--- src/rtl/mem_arbiter_params.sv ---
// Shared types for the memory request arbiter.
//   owner_e        : which requester owns a downstream request (instruction or data)
//   queue_entry_t  : one outstanding-response record {owner, discard}
//   DEFAULT_QUEUE_DEPTH : default number of accepted-but-unanswered requests
package mem_arbiter_params;

  typedef enum logic {
    OWNER_INST = 1'b0,
    OWNER_DATA = 1'b1
  } owner_e;

  typedef struct packed {
    owner_e owner;
    logic   discard;
  } queue_entry_t;

  localparam int unsigned DEFAULT_QUEUE_DEPTH = 2;

  // Build a queue entry from its fields.
  function automatic queue_entry_t make_entry(input owner_e owner, input logic discard);
    queue_entry_t e;
    e.owner   = owner;
    e.discard = discard;
    return e;
  endfunction

endpackage

--- src/rtl/response_queue.sv ---
// Circular FIFO of response owners for requests already accepted downstream.
// Ports:
//   clock, reset_n        : clock, asynchronous active-low reset
//   push_i, push_entry_i  : append one entry (ignored when full)
//   pop_i                 : drop the head entry (ignored when empty)
//   mark_inst_discard_i   : set discard on every stored instruction entry
//   full_o, empty_o       : occupancy flags (full means count == DEPTH)
//   head_o                : oldest entry
module response_queue
  import mem_arbiter_params::*;
#(
  parameter int unsigned DEPTH = DEFAULT_QUEUE_DEPTH
) (
  input  logic         clock,
  input  logic         reset_n,
  input  logic         push_i,
  input  queue_entry_t push_entry_i,
  input  logic         pop_i,
  input  logic         mark_inst_discard_i,
  output logic         full_o,
  output logic         empty_o,
  output queue_entry_t head_o
);

  localparam int unsigned PTR_W = (DEPTH > 1) ? $clog2(DEPTH) : 1;
  localparam int unsigned CNT_W = $clog2(DEPTH + 1);

  logic [PTR_W-1:0] wr_ptr_q, wr_ptr_d;
  logic [PTR_W-1:0] rd_ptr_q, rd_ptr_d;
  logic [CNT_W-1:0] count_q, count_d;
  queue_entry_t     entries_q [DEPTH];
  queue_entry_t     entries_d [DEPTH];
  logic             push_ok_s;
  logic             pop_ok_s;

  // Pointers wrap modulo DEPTH so non-power-of-two depths work.
  function automatic logic [PTR_W-1:0] ptr_inc(input logic [PTR_W-1:0] p);
    if (p == PTR_W'(DEPTH - 1)) begin
      return '0;
    end else begin
      return p + PTR_W'(1);
    end
  endfunction

  assign full_o  = (count_q == CNT_W'(DEPTH));
  assign empty_o = (count_q == CNT_W'(0));
  assign head_o  = entries_q[rd_ptr_q];

  // Next-state for pointers, count and storage.
  always_comb begin
    push_ok_s = push_i & ~full_o;
    pop_ok_s  = pop_i & ~empty_o;
    wr_ptr_d  = push_ok_s ? ptr_inc(wr_ptr_q) : wr_ptr_q;
    rd_ptr_d  = pop_ok_s ? ptr_inc(rd_ptr_q) : rd_ptr_q;
    case ({push_ok_s, pop_ok_s})
      2'b10:   count_d = count_q + CNT_W'(1);
      2'b01:   count_d = count_q - CNT_W'(1);
      default: count_d = count_q;
    endcase
    for (int i = 0; i < int'(DEPTH); i++) begin
      entries_d[i] = entries_q[i];
      // A freshly pushed entry overrides any marking of the stale slot.
      if (push_ok_s && (wr_ptr_q == PTR_W'(i))) begin
        entries_d[i] = push_entry_i;
      end else begin
        entries_d[i].discard = entries_q[i].discard |
                               (mark_inst_discard_i & (entries_q[i].owner == OWNER_INST));
      end
    end
  end

  // Queue state registers.
  always_ff @(posedge clock or negedge reset_n) begin
    if (!reset_n) begin
      wr_ptr_q <= '0;
      rd_ptr_q <= '0;
      count_q  <= '0;
      for (int i = 0; i < int'(DEPTH); i++) begin
        entries_q[i] <= make_entry(OWNER_INST, 1'b0);
      end
    end else begin
      wr_ptr_q <= wr_ptr_d;
      rd_ptr_q <= rd_ptr_d;
      count_q  <= count_d;
      for (int i = 0; i < int'(DEPTH); i++) begin
        entries_q[i] <= entries_d[i];
      end
    end
  end

endmodule

--- src/rtl/mem_request_arbiter.sv ---
// Two-requester (instruction / data) arbiter in front of one memory port.
// Data wins over instruction in an unlocked cycle; a request that is shown
// downstream but not accepted locks the grant until acceptance. Accepted
// requests are tracked in response_queue so responses are routed in order.
// Ports:
//   clock, reset_n            : clock, asynchronous active-low reset
//   inst_* / data_*           : requester request channels and response outputs
//   mem_*                     : downstream request channel and response inputs
//   inst_cancel               : drop responses of all accepted instruction requests
//   protocol_error            : sticky; mem_data_ready seen with empty queue
module mem_request_arbiter
  import mem_arbiter_params::*;
#(
  parameter int unsigned QUEUE_DEPTH = DEFAULT_QUEUE_DEPTH
) (
  input  logic        clock,
  input  logic        reset_n,
  // instruction requester
  input  logic        inst_request,
  input  logic        inst_write,
  input  logic [1:0]  inst_size,
  input  logic [31:0] inst_address,
  input  logic [31:0] inst_write_data,
  input  logic [3:0]  inst_write_strobe,
  output logic        inst_address_ready,
  output logic        inst_data_ready,
  output logic [31:0] inst_read_data,
  // data requester
  input  logic        data_request,
  input  logic        data_write,
  input  logic [1:0]  data_size,
  input  logic [31:0] data_address,
  input  logic [31:0] data_write_data,
  input  logic [3:0]  data_write_strobe,
  output logic        data_address_ready,
  output logic        data_data_ready,
  output logic [31:0] data_read_data,
  // downstream
  output logic        mem_request,
  output logic        mem_write,
  output logic [1:0]  mem_size,
  output logic [31:0] mem_address,
  output logic [31:0] mem_write_data,
  output logic [3:0]  mem_write_strobe,
  input  logic [31:0] mem_read_data,
  input  logic        mem_address_ready,
  input  logic        mem_data_ready,
  // control / status
  input  logic        inst_cancel,
  output logic        protocol_error
);

  owner_e       grant_owner_s;
  logic         granted_req_s;
  logic         mem_request_s;
  logic         accept_s;
  logic         pop_s;
  logic         queue_full_s;
  logic         queue_empty_s;
  logic         head_discard_s;
  queue_entry_t push_entry_s;
  queue_entry_t head_s;

  logic         lock_q, lock_d;
  owner_e       lock_owner_q, lock_owner_d;
  logic         cancel_pending_q, cancel_pending_d;
  logic         protocol_error_q, protocol_error_d;

  // Grant selection: a locked owner keeps the port, otherwise data has priority.
  always_comb begin
    grant_owner_s = OWNER_INST;
    if (lock_q) begin
      grant_owner_s = lock_owner_q;
    end else if (data_request) begin
      grant_owner_s = OWNER_DATA;
    end else begin
      grant_owner_s = OWNER_INST;
    end
  end

  // Forward the granted requester's fields to the downstream port.
  always_comb begin
    granted_req_s    = 1'b0;
    mem_write        = 1'b0;
    mem_size         = 2'b00;
    mem_address      = 32'h0000_0000;
    mem_write_data   = 32'h0000_0000;
    mem_write_strobe = 4'b0000;
    case (grant_owner_s)
      OWNER_DATA: begin
        granted_req_s    = data_request;
        mem_write        = data_write;
        mem_size         = data_size;
        mem_address      = data_address;
        mem_write_data   = data_write_data;
        mem_write_strobe = data_write_strobe;
      end
      OWNER_INST: begin
        granted_req_s    = inst_request;
        mem_write        = inst_write;
        mem_size         = inst_size;
        mem_address      = inst_address;
        mem_write_data   = inst_write_data;
        mem_write_strobe = inst_write_strobe;
      end
      default: begin
        granted_req_s    = 1'b0;
        mem_write        = 1'b0;
        mem_size         = 2'b00;
        mem_address      = 32'h0000_0000;
        mem_write_data   = 32'h0000_0000;
        mem_write_strobe = 4'b0000;
      end
    endcase
  end

  // Full is judged on the registered count: a same-cycle pop does not free a slot.
  assign mem_request_s = reset_n & granted_req_s & ~queue_full_s;
  assign accept_s      = mem_request_s & mem_address_ready;
  assign mem_request   = mem_request_s;

  assign inst_address_ready = accept_s & (grant_owner_s == OWNER_INST);
  assign data_address_ready = accept_s & (grant_owner_s == OWNER_DATA);

  // An instruction entry is born discarded if a cancel hit it this cycle or
  // while it was waiting, locked, for acceptance.
  assign push_entry_s = make_entry(grant_owner_s,
                                   (grant_owner_s == OWNER_INST) &
                                   (inst_cancel | cancel_pending_q));

  // Response routing; a cancel in the same cycle also suppresses the head.
  assign pop_s          = reset_n & mem_data_ready & ~queue_empty_s;
  assign head_discard_s = head_s.discard | (inst_cancel & (head_s.owner == OWNER_INST));
  assign inst_data_ready = pop_s & (head_s.owner == OWNER_INST) & ~head_discard_s;
  assign data_data_ready = pop_s & (head_s.owner == OWNER_DATA) & ~head_discard_s;
  assign inst_read_data  = mem_read_data;
  assign data_read_data  = mem_read_data;
  assign protocol_error  = protocol_error_q;

  // Lock, pending-cancel and error next-state.
  always_comb begin
    lock_d       = lock_q;
    lock_owner_d = lock_owner_q;
    if (lock_q) begin
      lock_d = ~accept_s;
    end else if (mem_request_s && !mem_address_ready) begin
      lock_d       = 1'b1;
      lock_owner_d = grant_owner_s;
    end else begin
      lock_d = 1'b0;
    end
    // Pending cancel lives exactly as long as an instruction lock does.
    cancel_pending_d = lock_d & (lock_owner_d == OWNER_INST) &
                       (cancel_pending_q | inst_cancel);
    protocol_error_d = protocol_error_q | (mem_data_ready & queue_empty_s);
  end

  // Control registers.
  always_ff @(posedge clock or negedge reset_n) begin
    if (!reset_n) begin
      lock_q           <= 1'b0;
      lock_owner_q     <= OWNER_INST;
      cancel_pending_q <= 1'b0;
      protocol_error_q <= 1'b0;
    end else begin
      lock_q           <= lock_d;
      lock_owner_q     <= lock_owner_d;
      cancel_pending_q <= cancel_pending_d;
      protocol_error_q <= protocol_error_d;
    end
  end

  response_queue #(
    .DEPTH(QUEUE_DEPTH)
  ) u_queue (
    .clock               (clock),
    .reset_n             (reset_n),
    .push_i              (accept_s),
    .push_entry_i        (push_entry_s),
    .pop_i               (pop_s),
    .mark_inst_discard_i (inst_cancel),
    .full_o              (queue_full_s),
    .empty_o             (queue_empty_s),
    .head_o              (head_s)
  );

endmodule

--- config.mk ---
export PLATFORM = sky130hd
export DESIGN_NAME = mem_request_arbiter
export DESIGN_NICKNAME = d
export VERILOG_FILES = /design/src/rtl/mem_arbiter_params.sv /design/src/rtl/response_queue.sv /design/src/rtl/mem_request_arbiter.sv
export SDC_FILE = /design/constraint.sdc
export NUM_CORES = 1
export LEC_CHECK = 0
export CAP_MARGIN = 20
export CORE_AREA = 10 10 117 119
export CTS_CLUSTER_DIAMETER = 50
export DETAILED_ROUTE_END_ITERATION = 10
export DIE_AREA = 0 0 127 129
export PLACE_DENSITY = 0.64
export SLEW_MARGIN = 10
export SYNTH_ARGS = -nofsm -noshare
export SYNTH_HDL_FRONTEND = slang
export SYNTH_SLANG_ARGS = --single-unit
--- constraint.sdc ---
create_clock -name clock -period 2.19 [get_ports clock]
set_input_delay 0.5475 -clock clock [delete_from_list [all_inputs] [get_ports clock]]
set_output_delay 0.5475 -clock clock [all_outputs]
set_load 0.005 [all_outputs]
==> results by group <==
Die
  – Die W: 127 um
  – Row count: 39
  – Core area: 0.0113 mm^2
  – Ports: 322
  – Total Die Area: 0.0164 mm^2
  – Die Y: 129 um
  – Starting density of the core: 17.9%

CTS
  – Worst-Skew Late Latency: 240 ps
  – Root Driver: clkbuf_16
  – Clock transition at path regs: 40 ps
  – TritonCTS clock tree: done
  – H-tree depth: 1
  – Total CTS buffers: 3
  – Post-cts hold buffer count: 0
  – Clock Tree Buf Depth: 2
  – Clk sinks: 12

Power
  – Sw power: 2.00 mW
  – Switching Share: 40.8%
  – Int Power: 2.90 mW
  – Total Power: 4.90 mW
  – Leak: 2.45 nW
  – Clk network pwr share: 6.7%
  – Maximum VDD drop: 375 uV
  – Combinational share of power: 84.9%
  – Sequential group share of total power: 8.3%
  – Cell area power density: 1010 mW/mm^2

Critical path
  – Worst-path cell chain: buf_6, mux2_4, buf_12, buf_12, nand2_1, nand2_1, buf_2
  – Startpoint type of the worst setup path: flop
  – WS Path Type: reg2out
  – WP data required: 1640 ps
  – Worst Path Arrival: 1670 ps
  – Worst path slowest cell: dfrtp_1
  – Setup crit end kind: output port
  – CP Max Fanout: 8
  – Worst stage delay on the critical path: 390 ps

STA
  – Crit path time final: 2220 ps
  – Tcrit/Tclk final: 101%
  – RSZ-0062 raised after global routing: true
  – Final setup margin: -26.3 ps
  – Relative slew slack: 77.3%
  – Worst slew pin tran: 337 ps
  – Fmax: 451 MHz
  – Final Setup Violations: 16
  – Layout Skew: 4.70 ps
  – Final Hold Violating Endpoints: 0
  – Fin. max-slew vios: 0

Logic synthesis
  – Synth Warn #: 0
  – Synth Instances: 354
  – Post-Syn Area: 0.00203 mm^2
  – FF+latch count, synth: 12
  – Cell variety after synth: 29
  – Largest family of logic cells by synthesized area: simple AND/OR/NAND/NOR gates
  – Avg Inst Size Synth: 5.73 um^2
  – Ys async rst share: 100%
  – Post-synth top flop: dfrtp_1
  – Syn_nets: 536
  – Synth Area in Compound Gates: 3.64%
  – Post-synthesis xor/xnor area fraction: 2.16%
  – Number of enable flip-flop cells after synthesis: 0
  – Area leader, netlist: nand2_1
  – Sequential area share after synthesis: 14.8%
  – Mux share of post-synthesis cell area: 4.01%
  – Simple-gate share of the synthesized area: 45.7%
  – Post-synth top area share: 40.2%
  – Post-Synth Adder-Cell Area: 0.617%
  – Top cells by area, synth: nand2_1 (40%), buf_4 (27%), dfrtp_1 (15%)

Global routing
  – Global Route Usage Sum: 13.9%
  – Initial antenna violation count: 0
  – Global route total overflow: 0
  – Global-route wire length before repair: 18100 um
  – Largest net degree at the start of global routing: 25
  – Vias in the first global route: 3178

Placement
  – # port buffers: 225
  – GPL Wtd Cong: 0.762
  – DP HPWL: 9320 um
  – Placed cells: 662
  – Placement-stage worst setup slack: -718 ps
  – Placed inst area: 0.00411 mm^2

Detailed routing
  – Remaining DRCs: 0
  – DRT Pass-1 Iters: 4
  – ANT nets after route: 0
  – WL per Instance: 18.6 um
  – Detailed Route Iter0 Violations: 54
  – Vias per cell: 4.23
  – Vias: 2962
  – Post-Route WL: 13100 um

Cells and area
  – Commonest non-fill, non-tap cells in the layout: clkdlybuf4s50_1 (145), nand2_1 (136), nand2_2 (62)
  – Share of layout cells above drive strength 1: 40.3%
  – P&R area growth vs syn: 139%
  – Fillers: 1126
  – Fin area: 0.00485 mm^2
  – Final Non-Filler Cells: 701
  – Most common library cell in the layout ignoring fill and taps: clkdlybuf4s50_1
  – Nets: 742
  – Fin util: 42.8%
  – Ant diodes: 0

Min path
  – Min-delay worst type: in2async

Run status
  – Outcome: finished with violations
  – Failing checks: negative setup slack

Job
  – Max-capacitance violation count: 0
cell families (layout without fill, tap and decap cells):
kind of cell | after synthesis | in the layout
AO/OA/AOI/OAI | 10 | 10
buffers and inverters | 83 | 287
XOR/XNOR | 5 | 5
adder cells (fa/ha/maj) | 1 | 1
multiplexers | 8 | 8
AND/OR/NAND/NOR | 235 | 235
flip-flops | 12 | 12
layout make-up:
cell class,instances,area (um^2),share of cell area (%)
repair buffers,281,2820,58.1
multi-input cells,259,1460,30.2
clock buffers,3,75.1,1.55
inverters,3,11.3,0.232
flip-flops and latches,12,300,6.20
well taps,143,179,3.69
registers in the layout (all words and copies together) (netlist names):
| register | count |
|---|---|
| u_queue.wr_ptr_q | 1 |
| u_queue.rd_ptr_q | 1 |
| u_queue.entries_q | 4 |
| lock_owner_q | 1 |
| protocol_error | 1 |
| u_queue.count_q | 2 |
| cancel_pending_q | 1 |
| lock_q | 1 |
Yosys cell counts (2+ instances only):
library cell  instances
buf_4                72
a21oi_1               2
nand3_1               2
xor2_1                2
a21o_1                2
nor2_1                8
buf_2                 7
dfrtp_1              12
mux2i_1               7
inv_1                 3
nand2_1             217
xnor2_1               3
power groups by stage:
stage | sequential [mW] | combinational, mW | clock (mW)
final | 0.409 | 4.16 | 0.329
after global routing | 0.425 | 4.50 | 0.344
after CTS | 0.410 | 3.75 | 0.337
after detailed placement | 0.413 | 2.95 | 0
after global placement | 0.407 | 2.91 | 0
after floorplan | 0.398 | 1.29 | 0
per-stage QoR:
step	TNS [ps]	hold WS (ps)
after global placement	-45890	443
after global routing	-3500	440
after detailed placement	-48790	466
after floorplan	0	252
after CTS	-2030	426
final	-176	419
worst paths after layout:
path / cells past startpoint / startpoint / to / slack, ps
max in group asynchronous: 2 / reset_n / u_queue.entries_q[1] / 1610
max reg2reg: 9 / lock_q / u_queue.count_q[1] / 300
min in group clock: 1 / protocol_error / protocol_error / 470
min reg2reg: 1 / protocol_error / protocol_error / 470
max: 7 / lock_q / mem_address[1] / -30
min: 2 / reset_n / u_queue.count_q[1] / 420
what timing repair did:
item                       in CTS  in global routing
gates resized for setup       310                152
setup endpoints to repair      76                 75
pin swaps                       8                 62
setup buffers                  25                  5
gates cloned                    8                  2
critical path, delay by kind of cell (launching register included):
kind	cells	cell delay (ps)
buf+inv	4	560
flops	1	390
mux	1	360
simple gates	2	110
metal layers:
metal  vias up  wire length [um]  track usage (%)
met3        45              1460             5.87
met1      1310              4530             14.3
met2       176              6640             24.6
met5         -                 0                0
li1       1431                 -                -
met4         0               430             5.09
Note: power is estimated with default switching activity, not from simulation.
